--- src/rtl/spi_pkg.sv ---
// Shared types and helpers for the SPI register bank.
package spi_pkg;

  typedef enum logic [1:0] {
    IDLE   = 2'd0,
    SHIFT  = 2'd1,
    COMMIT = 2'd2
  } spi_state_e;

  localparam logic RW_WRITE = 1'b1;
  localparam logic RW_READ  = 1'b0;

  // RW bit + address phase + data phase
  function automatic int frame_len(input int addr_w, input int data_w);
    return 1 + addr_w + data_w;
  endfunction

endpackage

--- src/rtl/spi_sync_edge.sv ---
// N-stage input synchroniser with optional rise/fall pulse detection.
module spi_sync_edge #(
  parameter int   STAGES  = 2,
  parameter logic RST_VAL = 1'b0,
  parameter bit   EDGE_EN = 1'b1
) (
  input  logic clk,
  input  logic rst_n,
  input  logic d_i,
  output logic sync_o,
  output logic rise_o,
  output logic fall_o
);
  logic [STAGES-1:0] sync_q;

  // Metastability chain; the last stage is the usable synced level.
  always_ff @(posedge clk) begin
    if (!rst_n) sync_q <= {STAGES{RST_VAL}};
    else        sync_q <= {sync_q[STAGES-2:0], d_i};
  end

  assign sync_o = sync_q[STAGES-1];

  generate
    if (EDGE_EN) begin : g_edge
      logic prev_q;

      // One extra flop of the synced level for edge detection.
      always_ff @(posedge clk) begin
        if (!rst_n) prev_q <= RST_VAL;
        else        prev_q <= sync_o;
      end

      assign rise_o = sync_o & ~prev_q;
      assign fall_o = ~sync_o & prev_q;
    end else begin : g_no_edge
      assign rise_o = 1'b0;
      assign fall_o = 1'b0;
    end
  endgenerate

endmodule

--- src/rtl/spi_reg_bank.sv ---
// SPI mode-0 peripheral: register bank with write strobes, read-back and frame checks.
module spi_reg_bank
  import spi_pkg::*;
#(
  parameter int NUM_REGS    = 5,
  parameter int DATA_W      = 8,
  parameter int ADDR_W      = 7,
  parameter int SYNC_STAGES = 2
) (
  input  logic                       clk,
  input  logic                       rst_n,
  input  logic                       COPI,
  input  logic                       nCS,
  input  logic                       SCLK,
  output logic                       CIPO,
  output logic                       CIPO_OE,
  output logic [NUM_REGS*DATA_W-1:0] REGS,
  output logic [NUM_REGS-1:0]        WR_STROBE,
  output logic                       FRAME_ERR
);
  localparam int FRAME_LEN = frame_len(ADDR_W, DATA_W);
  localparam int CNT_W     = $clog2(FRAME_LEN + 2);
  localparam logic [CNT_W-1:0] CNT_ADDR = CNT_W'(ADDR_W);
  localparam logic [CNT_W-1:0] CNT_FULL = CNT_W'(FRAME_LEN);
  localparam logic [CNT_W-1:0] CNT_OVR  = CNT_W'(FRAME_LEN + 1);
  localparam logic [ADDR_W:0]  NREGS    = (ADDR_W+1)'(NUM_REGS);

  logic sclk_rise, sclk_fall, sclk_unused;
  logic cs_s, cs_rise, cs_fall;
  logic copi_s;
  logic [1:0] copi_edge_unused;

  spi_sync_edge #(.STAGES(SYNC_STAGES), .RST_VAL(1'b0), .EDGE_EN(1'b1)) u_sync_sclk (
    .clk(clk), .rst_n(rst_n), .d_i(SCLK),
    .sync_o(sclk_unused), .rise_o(sclk_rise), .fall_o(sclk_fall)
  );

  spi_sync_edge #(.STAGES(SYNC_STAGES), .RST_VAL(1'b1), .EDGE_EN(1'b1)) u_sync_ncs (
    .clk(clk), .rst_n(rst_n), .d_i(nCS),
    .sync_o(cs_s), .rise_o(cs_rise), .fall_o(cs_fall)
  );

  spi_sync_edge #(.STAGES(SYNC_STAGES), .RST_VAL(1'b0), .EDGE_EN(1'b0)) u_sync_copi (
    .clk(clk), .rst_n(rst_n), .d_i(COPI),
    .sync_o(copi_s), .rise_o(copi_edge_unused[0]), .fall_o(copi_edge_unused[1])
  );

  spi_state_e                         state_q, state_d;
  logic [FRAME_LEN-1:0]               sr_q, sr_d, sr_shift;
  logic [CNT_W-1:0]                   cnt_q, cnt_d;
  logic [DATA_W-1:0]                  out_q, out_d, rd_val;
  logic                               cipo_q, cipo_d;
  logic [NUM_REGS-1:0][DATA_W-1:0]    regs_q, regs_d;
  logic [NUM_REGS-1:0]                strobe_q, strobe_d;
  logic                               err_q, err_d;

  logic              rd_rw, cm_rw, cm_addr_ok;
  logic [ADDR_W-1:0] rd_addr, cm_addr;
  logic [DATA_W-1:0] cm_data;

  // Header as it will stand once the incoming bit is shifted in.
  assign sr_shift   = {sr_q[FRAME_LEN-2:0], copi_s};
  assign rd_rw      = sr_shift[ADDR_W];
  assign rd_addr    = sr_shift[ADDR_W-1:0];
  assign cm_rw      = sr_q[FRAME_LEN-1];
  assign cm_addr    = sr_q[DATA_W +: ADDR_W];
  assign cm_data    = sr_q[DATA_W-1:0];
  assign cm_addr_ok = {1'b0, cm_addr} < NREGS;

  // Read-back mux; unmapped addresses read as zero.
  always_comb begin
    rd_val = '0;
    for (int i = 0; i < NUM_REGS; i++)
      if (rd_addr == ADDR_W'(i)) rd_val = regs_q[i];
  end

  // Next-state: a held-low nCS in IDLE starts a frame, covering a cs_fall seen during COMMIT.
  always_comb begin
    state_d = state_q;
    unique case (state_q)
      IDLE:    if (cs_fall || !cs_s) state_d = SHIFT;
      SHIFT:   if (cs_rise) state_d = COMMIT;
      COMMIT:  state_d = IDLE;
      default: state_d = IDLE;
    endcase
  end

  // Frame datapath: shift-in, read-out on SCLK fall, commit/validate after nCS rise.
  always_comb begin
    sr_d     = sr_q;
    cnt_d    = cnt_q;
    out_d    = out_q;
    cipo_d   = cipo_q;
    regs_d   = regs_q;
    strobe_d = '0;
    err_d    = 1'b0;
    case (state_q)
      IDLE: begin
        if (state_d == SHIFT) begin
          sr_d   = '0;
          cnt_d  = '0;
          out_d  = '0;
          cipo_d = 1'b0;
        end
      end
      SHIFT: begin
        if (sclk_rise) begin
          sr_d = sr_shift;
          if (cnt_q != CNT_OVR) cnt_d = cnt_q + CNT_W'(1);
          if (cnt_q == CNT_ADDR && rd_rw == RW_READ) out_d = rd_val;
        end else if (sclk_fall) begin
          cipo_d = out_q[DATA_W-1];
          out_d  = out_q << 1;
        end
      end
      COMMIT: begin
        cipo_d = 1'b0;
        if (cnt_q != CNT_FULL || !cm_addr_ok) begin
          err_d = 1'b1;
        end else if (cm_rw == RW_WRITE) begin
          for (int i = 0; i < NUM_REGS; i++)
            if (cm_addr == ADDR_W'(i)) begin
              regs_d[i]   = cm_data;
              strobe_d[i] = 1'b1;
            end
        end
      end
      default: ;
    endcase
  end

  // FSM state register.
  always_ff @(posedge clk) begin
    if (!rst_n) state_q <= IDLE;
    else        state_q <= state_d;
  end

  // Datapath registers.
  always_ff @(posedge clk) begin
    if (!rst_n) begin
      sr_q     <= '0;
      cnt_q    <= '0;
      out_q    <= '0;
      cipo_q   <= 1'b0;
      regs_q   <= '0;
      strobe_q <= '0;
      err_q    <= 1'b0;
    end else begin
      sr_q     <= sr_d;
      cnt_q    <= cnt_d;
      out_q    <= out_d;
      cipo_q   <= cipo_d;
      regs_q   <= regs_d;
      strobe_q <= strobe_d;
      err_q    <= err_d;
    end
  end

  assign CIPO_OE   = ~cs_s & (state_q == SHIFT);
  assign CIPO      = cipo_q & CIPO_OE;
  assign REGS      = regs_q;
  assign WR_STROBE = strobe_q;
  assign FRAME_ERR = err_q;

endmodule

--- config.mk ---
export PLATFORM = sky130hd
export DESIGN_NAME = spi_reg_bank
export DESIGN_NICKNAME = d
export VERILOG_FILES = /design/src/rtl/spi_pkg.sv /design/src/rtl/spi_sync_edge.sv /design/src/rtl/spi_reg_bank.sv
export SDC_FILE = /design/constraint.sdc
export NUM_CORES = 1
export LEC_CHECK = 0
export ABC_AREA = 1
export ABC_CLOCK_PERIOD_IN_PS = 2150
export BUFFER_PORTS_ARGS = -buffer_cell sky130_fd_sc_hd__buf_2
export CAP_MARGIN = 20
export CORE_MARGIN = 2
export CORE_UTILIZATION = 40
export DETAILED_ROUTE_END_ITERATION = 8
export SKIP_CTS_REPAIR_TIMING = 1
export SLEW_MARGIN = 10
export SYNTH_ARGS = -nofsm -noshare
export SYNTH_HDL_FRONTEND = slang
export SYNTH_HIERARCHICAL = 1
export SYNTH_SLANG_ARGS = --single-unit
--- constraint.sdc ---
create_clock -name clk -period 2.15 [get_ports clk]
set_clock_uncertainty 0.05 [all_clocks]
set_input_delay 0.43 -clock clk [delete_from_list [all_inputs] [get_ports clk]]
set_output_delay 0.43 -clock clk [all_outputs]
set_load 0.03 [all_outputs]
# [Word-level counts from Yosys, hierarchy flattened]
# Index checks and enable logic that the tools add are counted.
[op_classes] n_addsub=1 n_mul=0 n_div=0 magnitude_cmp=1 eq_ne=21 shifts=0 n_mux=30 bitwise=15 n_reduce_logical=21
[ops] operator="8-bit 2-to-1 mux" count=9
[ops] operator="16-bit 2-to-1 mux" count=2
[ops] operator="16-bit case mux with 2 select lines" count=1
[ops] operator="4-bit AND reduction" count=8
[ops] operator="7-bit by 2-bit == test with 1-bit output, second input constant" count=4
[ops] operator="8-bit case mux with 2 select lines" count=1
[ops] operator="5-bit 2-to-1 mux" count=3
[ops] operator="7-bit by 1-bit == test with 1-bit output, second input constant" count=2
[ops] operator="7-bit by 3-bit == test with 1-bit output, second input constant" count=2
[ops] operator="7-bit logical NOT" count=2
[ops] operator="2-bit inequality test, second input constant" count=5
[ops] operator="5-bit inequality test, second input constant" count=2
[ops] operator="5-bit case mux with 2 select lines" count=1
[ops] operator="1-bit 2-to-1 mux" count=9
[ops] operator="1-bit inverter" count=9
[ops] operator="7-bit by 3-bit < comparator with 1-bit output, second input constant" count=1
[ops] operator="1-bit bitwise AND" count=6
[ops] operator="3-bit inequality test, second input constant" count=2
[ops] operator="5-bit by 1-bit adder with 5-bit output, second input constant" count=1
[ops] operator="5-bit by 3-bit == test with 1-bit output, second input constant" count=1
[ops] operator="2-bit by 1-bit == test with 1-bit output, second input constant" count=2
[ops] operator="2-bit 2-to-1 mux" count=2
[ops] operator="2-bit case mux with 2 select lines" count=1
[ops] operator="4-bit OR reduction" count=1
[ops] operator="other kinds (10)" count=12
[word_totals] register_bits=86 latch_bits=0 mem_bits_rw=0 mem_bits_ro=0 inputBits=5 out_inout_bits=48 word_cells=106 memories=0

# [Depth between registers and ports, before layout]
# Gate-level depths: netlist of the first run.
[logic_depth] depth_word=9 mapped_depth=11 ltp_nobuf=10

# [Cells and area by module]
# Netlist of the first run, hierarchy kept.
[modules_own_cells] module="spi_reg_bank" n_inst=1 cells_each=507 area_each_um2=3658.5 seq_area_each_um2=1561.5
[modules_own_cells] module="spi_sync_edge at u_sync_sclk" n_inst=1 cells_each=13 area_each_um2=100.1 seq_area_each_um2=60.1
[modules_own_cells] module="spi_sync_edge at u_sync_ncs" n_inst=1 cells_each=12 area_each_um2=93.8 seq_area_each_um2=60.1
[modules_own_cells] module="spi_sync_edge at u_sync_copi" n_inst=1 cells_each=9 area_each_um2=73.8 seq_area_each_um2=40.0

# [Worst setup path after synthesis of the first run]
# Ideal clock, no wire load.
[synth_path] kind="reg-to-output" startpoint="reg state_q[0]" endpoint="out CIPO" t_arrival_ns=1.151 t_required_ns=1.670 setup_slack_ns=0.519 path_stages_with_launch=3 path_buffers=0 path_cell_list="dfxtp_1 nand2_2 nor3_1"
[synth_between] elab_chain_len=3
[synth_lines] item="start, declared" line="spi_reg_bank.sv:48" text="spi_state_e state_q, state_d;"
[synth_lines] item="start signal, assigned" line="spi_reg_bank.sv:135" text="else state_q <= state_d;"
[synth_lines] item="2-bit by 1-bit == test with 1-bit output" line="spi_reg_bank.sv:159" text="assign CIPO_OE = ~cs_s & (state_q == SHIFT);"
[synth_lines] item="1-bit bitwise AND" line="spi_reg_bank.sv:159"
[synth_lines] item="1-bit bitwise AND" line="spi_reg_bank.sv:160" text="assign CIPO = cipo_q & CIPO_OE;"
[synth_lines] item="end, declared" line="spi_reg_bank.sv:15" text="output logic CIPO,"
# No other way between the ends.

# [Final worst setup path of the first run]
[layout_path] startpoint="reg cnt_q[0]" endpoint="reg regs_q, in the netlist REGS[18]"
[layout_between] elab_chain_len=4
[layout_lines] item="start, declared" line="spi_reg_bank.sv:50" text="logic [CNT_W-1:0] cnt_q, cnt_d;"
[layout_lines] item="start signal, assigned" line="spi_reg_bank.sv:150" text="cnt_q <= cnt_d;"
[layout_lines] item="5-bit inequality test" line="spi_reg_bank.sv:118" text="if (cnt_q != CNT_FULL || !cm_addr_ok) begin"
[layout_lines] item="1-bit logical OR" line="spi_reg_bank.sv:118"
[layout_lines] item="1-bit inverter (no line)"
[layout_lines] item="4-bit AND reduction (no line)"
[layout_lines] item="end signal, assigned" line="spi_reg_bank.sv:153" text="regs_q <= regs_d;"
[layout_lines] item="end, declared" line="spi_reg_bank.sv:53" text="logic [NUM_REGS-1:0][DATA_W-1:0] regs_q, regs_d;"
# No other way between the ends.
# A chain may end at the register's enable or synchronous reset.

==> results of run 1 <==
==> final timing paths <==
path | from | end | slack (ns) | cells after the start
max | cnt_q[0] | REGS[18] | 0.32 | 9
min | nCS | u_sync_ncs/sync_q[0] | 0.19 | 3
max reg2reg | cnt_q[0] | REGS[18] | 0.32 | 9
min reg2reg | u_sync_ncs/sync_q[0] | u_sync_ncs/sync_q[1] | 0.36 | 2
==> power groups by stage <==
stage	registers, uW	clock network [uW]	logic (uW)
after global placement	1740	0	377
after global routing	1720	1220	438
after detailed placement	1740	0	384
final	1710	1110	385
after CTS	1710	1140	385
after floorplan	1720	0	318
==> state kept, by name, summed over array words and instances (netlist names), 2 cells and up <==
register            count
REGS                   40
sr_q                   16
out_q                   8
WR_STROBE               5
cnt_q                   5
state_q                 2
u_sync_copi/sync_q      2
u_sync_ncs/sync_q       2
u_sync_sclk/sync_q      2
==> layout make-up <==
cell class / count / area, um^2 / area share (%)
multi-input cells: 371 / 1850 / 41.0
flip-flops and latches: 86 / 1720 / 38.3
repair buffers: 63 / 355 / 7.90
inverters: 59 / 221 / 4.92
well taps: 133 / 166 / 3.70
clock buffers: 9 / 124 / 2.75
clock inverters: 7 / 65.1 / 1.45
==> layer usage <==
layer  track usage (%)  vias to the layer above
li1                  -                     1871
met2              32.6                       78
met1              25.9                     1660
met5                 0                        -
met3              3.73                       15
met4              7.09                        0
==> tightest hold or removal path, cell delays in order <==
cell and delay, ns:
sky130_fd_sc_hd__buf_2 0.07, sky130_fd_sc_hd__inv_1 0.03, sky130_fd_sc_hd__nand2_1 0.04
==> stage by stage <==
stage               power (uW)  setup slack [ns]  hold slack (ns)
CTS                       3230             0.324            0.176
detailed placement        2130             0.339            0.338
floorplan                 2040             0.519            0.330
global route              3380             0.131            0.177
finish                    3200             0.320            0.194
global placement          2120             0.351            0.331
==> reports/results.md, run 1 <==
### Status
- **outcome** complete, no violations

### Detailed routing
- **vias** 3,624
- **Metal-1 WL** 4620 um
- **final routed wire length divided by cell count** 13.7 um
- **antenna viol nets, final** 0
- **post-DR vias/cell** 4.98
- **highest routed metal layer** met4
- **total length of routed wires** 9980 um
- **length of the first detailed-routing pass in iterations** 5
- **routed wl met3** 424 um
- **WL met2** 4750 um
- **number of violations reported at the end of detailed-routing iteration 0** 145
- **DRC violation count after routing** 0

### Floorplanning
- **Die X-Extent** 103 um
- **chip height** 103 um
- **starting utilization of the core area** 40.5%
- **Core Area** 9640 um^2
- **IO Count** 53
- **floorplan row count** 36
- **overall die area** 10,600 um^2

### Timing
- **crit share post-route** 85.1%
- **remaining max-slew budget at the tightest pin** 65.3%
- **RSZ-0062 raised after global routing** false
- **pin slew with the least headroom to its limit** 0.519 ns
- **setup tns final** 0 ns
- **Final Max Tran Viols** 0
- **Setup violations, final** 0
- **Achievable Freq** 546 MHz
- **final period demand of the worst path** 1.83 ns
- **number of hold violations in the final report** 0

### Pwr
- **proportion of power drawn by flip-flops and latches** 53.4%
- **Power Density** 711 nW/um^2
- **P_sw** 978 uW
- **switching portion of total power** 30.6%
- **clock share of power** 34.6%
- **internal power** 2220 uW
- **Static Leak** 0.00195 uW
- **worst IR drop on VDD** 0.309 mV
- **logic gate share of total power** 12.0%

### Critical path
- **Max stage delay on crit path** 0.34 ns
- **buffer and inverter count on the worst path** 2
- **WP data arrival** 2.02 ns
- **CP startpoint kind** flop
- **top fanout value on the critical path** 9
- **element type at the critical path end** flop
- **most frequent CP cell** sky130_fd_sc_hd__nand2_1
- **Critical-path top delay cell** sky130_fd_sc_hd__dfxtp_1
- **worst path cell trace** inv_1 -> ha_1 -> nand2_1 -> nor2_1 -> nand3_4 -> nor2_4 -> inv_2 -> nand2_1 -> a21oi_1
- **category of the most critical setup path** flop to flop
- **required time of the critical path** 2.34 ns
- **Top Family by Delay on Critical Path** simple AND/OR/NAND/NOR gates

### Placed design
- **post-placement cell area** 4310 um^2
- **sum of net half-perimeters after detailed placement** 7220 um
- **final weighted congestion of routability-driven global placement** 0.867
- **Port Buffers** 52
- **cell count after placement** 712

### Final layout
- **# diodes** 0
- **Area growth, synth to finish** 15.1%
- **cell area after layout** 4500 um^2
- **fill cell instance count of the final layout** 996
- **most common library cell in the layout ignoring fill and taps** sky130_fd_sc_hd__nand2_1
- **fraction of layout cells with a size suffix above 1** 19.7%
- **final core occ** 46.7%
- **leading cell types in the layout, fill and taps excluded** 145 x sky130_fd_sc_hd__nand2_1, 86 x sky130_fd_sc_hd__dfxtp_1, 82 x sky130_fd_sc_hd__a21oi_1, 52 x sky130_fd_sc_hd__buf_2, 50 x sky130_fd_sc_hd__inv_1
- **count of placed standard cells in the final layout, fillers left out** 728
- **# nets final** 598

### Run
- **Max Cap Violations** 0

### Yosys
- **total of warnings raised by yosys** 6
- **per-instance average area after synthesis** 7.26 um^2
- **net count after synthesis** 546
- **Mapped Area** 3910 um^2
- **Post-Synthesis Cells** 538

### GRT
- **initial antenna violation count** 0
- **number of global-route vias before repair** 3,291
- **global-route wire length before repair** 16,100 um
- **overall fraction of global-route tracks in use** 19.7%
- **largest net degree at the start of global routing** 47
- **Congestion Overflow GR** 0

### Clocking
- **root buffer cell** sky130_fd_sc_hd__clkbuf_8
- **TritonCTS Sinks** 86
- **H-tree depth** 3
- **later-pin clock latency in the skew report** 0.35 ns
- **Reg clk slew, reported paths** 0.09 ns
- **maximum clock insertion buffer count** 2
- **clock buffers created by TritonCTS** 9
- **clock tree from TritonCTS** built

### Worst hold path
- **worst min-delay path class** input pin to flop

Note: power is estimated with default switching activity, not from simulation.
==> run 2, diff against run 1 <==
--- a/config.mk
+++ b/config.mk
@@ -5,13 +5,15 @@
 export SDC_FILE = /design/constraint.sdc
 export NUM_CORES = 1
 export LEC_CHECK = 0
-export ABC_AREA = 1
+export ABC_AREA = 0
 export ABC_CLOCK_PERIOD_IN_PS = 2150
 export BUFFER_PORTS_ARGS = -buffer_cell sky130_fd_sc_hd__buf_2
 export CAP_MARGIN = 20
 export CORE_MARGIN = 2
 export CORE_UTILIZATION = 40
+export CTS_CLUSTER_SIZE = 40
 export DETAILED_ROUTE_END_ITERATION = 8
+export SETUP_SLACK_MARGIN = 0.5
 export SKIP_CTS_REPAIR_TIMING = 1
 export SLEW_MARGIN = 10
 export SYNTH_ARGS = -nofsm -noshare
==> run 2 against run 1 <==
  * Synthesized cell count down 20%
  * Via count down 6.5%
  * Clock-buffer cell count up 2
  * Sequential share of layout area down 2.6 points
  * Clock power up 5%
  * Sequential power down 5%
  * Die area down 2.0%
  * Cell area up 8.9%
  * Combinational power down 31%
  * Worst setup slack worse by 0.018 ns
  * Highest routed layer unchanged
==> reports/results.md, run 2 <==
### Status
- **outcome** complete, no violations

### GRT
- **met2 layer usage reported by global route** 30.2%, -2.4 points
- **number of global-route vias before repair** 3,068, -6.8%
- **Congestion Overflow GR** 0, unchanged
- **GRT met1 Usage** 25.8%, -0.092 points
- **global-route wire length before repair** 15,500 um, -3.7%
- **met3 usage** 4.55%, +0.83 points
- **initial antenna violation count** 0, unchanged
- **overall fraction of global-route tracks in use** 19.7%, -0.081 points
- **GRT Max-Usage Layer** met2
- **largest net degree at the start of global routing** 28, -40%

### Yosys
- **net count after synthesis** 439, -20%
- **Mapped Area** 3830 um^2, -2.1%
- **per-instance average area after synthesis** 8.88 um^2, +22%
- **Post-Synthesis Cells** 431, -20%
- **total of warnings raised by yosys** 6, unchanged

### Final layout
- **flip-flop count of the largest register, all copies and words added** 40, unchanged
- **most common library cell in the layout ignoring fill and taps** sky130_fd_sc_hd__dfxtp_1
- **Area growth, synth to finish** 28.1%
- **# nets final** 504, -16%
- **leading cell types in the layout, fill and taps excluded** 73 x sky130_fd_sc_hd__dfxtp_1, 59 x sky130_fd_sc_hd__nor2_1, 51 x sky130_fd_sc_hd__buf_2, 32 x sky130_fd_sc_hd__nand2_1, 31 x sky130_fd_sc_hd__mux2i_1
- **fraction of layout cells with a size suffix above 1** 38.3%, +19 points
- **final core occ** 53.0%, +6.3 points
- **fill cell instance count of the final layout** 854, -14%
- **# diodes** 0, unchanged

### Detailed routing
- **length of the first detailed-routing pass in iterations** 5, unchanged
- **number of violations reported at the end of detailed-routing iteration 0** 174, +20%
- **vias** 3,390, -6.5%
- **DRC violation count after routing** 0, unchanged
- **antenna viol nets, final** 0, unchanged
- **final routed wire length divided by cell count** 16.5 um, +21%
- **total length of routed wires** 10,400 um, +4.3%
- **post-DR vias/cell** 5.38, +8.1%

### Run
- **Max Cap Violations** 0, unchanged

### Clocking
- **root buffer cell** sky130_fd_sc_hd__clkbuf_8
- **later-pin clock latency in the skew report** 0.37 ns, +0.02 ns
- **clock buffers created by TritonCTS** 9, unchanged
- **Reg clk slew, reported paths** 0.09 ns, about the same
- **H-tree depth** 3, unchanged
- **TritonCTS Sinks** 86, unchanged
- **clock tree from TritonCTS** built
- **maximum clock insertion buffer count** 2, unchanged

### Timing
- **number of hold violations in the final report** 0, unchanged
- **pin slew with the least headroom to its limit** 0.562 ns, +0.0429 ns
- **Setup violations, final** 0, unchanged
- **Achievable Freq** 541 MHz, -0.99%
- **remaining max-slew budget at the tightest pin** 62.5%, -2.9 points
- **RSZ-0062 raised after global routing** true
- **smallest hold slack** 0.193 ns, -0.00127 ns
- **Final Max Tran Viols** 0, unchanged
- **final period demand of the worst path** 1.85 ns, +0.0182 ns
- **crit share post-route** 86.0%, +0.85 points
- **setup tns final** 0 ns, unchanged

### Critical path
- **end point of the critical path** out_q[3]
- **worst flop-to-flop path startpoint** u_sync_sclk/sync_q[1]
- **CP startpoint kind** flop
- **r2r setup slk** 0.30 ns, -0.02 ns
- **required time of the critical path** 2.38 ns, +0.04 ns
- **cell count of the worst reg-to-reg path** 6, -3
- **element type at the critical path end** flop
- **top fanout value on the critical path** 6, -3
- **category of the most critical setup path** flop to flop
- **capturing point of the worst reg2reg path** out_q[3]
- **crit path launch** u_sync_sclk/sync_q[1]
- **WP data arrival** 2.08 ns, +0.06 ns

### Floorplanning
- **overall die area** 10,400 um^2, -2.0%
- **starting utilization of the core area** 41.4%, +0.87 points
- **chip height** 102 um, -1.0%
- **floorplan row count** 35, -2.8%
- **Core Area** 9240 um^2, -4.1%
- **IO Count** 53, unchanged
- **Die X-Extent** 102 um, -1.0%

### Placed design
- **final weighted congestion of routability-driven global placement** 0.810, -6.5%
- **sum of net half-perimeters after detailed placement** 6710 um, -7.2%
- **Port Buffers** 52, unchanged

### Pwr
- **Power Density** 627 nW/um^2, -12%
- **worst IR drop on VDD** 0.285 mV, -7.6%
- **Static Leak** 0.00188 uW, -3.7%

### Worst hold path
- **worst min-delay path class** input pin to flop
- **Hold Crit Start** nCS

[run 2: area by class of cell]
type | count | area, um^2 | share of cell area (%)
clock inverter | 5 | 58.8 | 1.20
timing repair buffer | 81 | 512 | 10.4
sequential | 86 | 1750 | 35.7
tap | 129 | 161 | 3.29
inverter | 5 | 21.3 | 0.434
clock buffer | 11 | 141 | 2.89
multi-input combinational | 313 | 2260 | 46.1
[run 2: critical path: stages, from the launching register on]
cell                       delay [ns]
sky130_fd_sc_hd__dfxtp_2         0.35
sky130_fd_sc_hd__nor2b_4         0.16
sky130_fd_sc_hd__or4b_4          0.51
sky130_fd_sc_hd__or2_4           0.28
sky130_fd_sc_hd__o22ai_1         0.15
sky130_fd_sc_hd__a221oi_1        0.10
sky130_fd_sc_hd__nor3_1          0.16
[run 2: worst min-delay path by stage]
| stage | slack, ns | depth (start not counted) | endpoint |
|---|---|---|---|
| CTS | 0.19 | 2 | u_sync_ncs/sync_q[0] |
| global placement | 0.35 | 1 | u_sync_ncs/sync_q[1] |
| global route | 0.19 | 2 | u_sync_copi/sync_q[0] |
| detailed placement | 0.35 | 1 | u_sync_ncs/sync_q[1] |
| floorplan | 0.34 | 1 | u_sync_ncs/sync_q[1] |
| finish | 0.19 | 2 | u_sync_ncs/sync_q[0] |
[run 2: power by group]
part           switching [uW]  total, uW  internal (uW)
Combinational             160        267            107
Sequential               20.3       1630           1610
Clock                     601       1170            569
[run 2: through the flow]
step,cell area (um^2),cells,total power (uW),setup WS (ns)
final,4900,630,3070,0.302
after global routing,4900,630,3190,0.195
after CTS,4470,618,3030,0.0220
after detailed placement,4270,602,1870,0.160
after global placement,4270,602,1870,0.259
after floorplan,3910,431,1830,0.385
[run 2: per-layer routing]
metal	part of all wire [%]	vias to the layer above
li1	-	1646
met1	45	1623
met2	47	104
met3	5.4	17
met4	2.5	0
met5	0	-
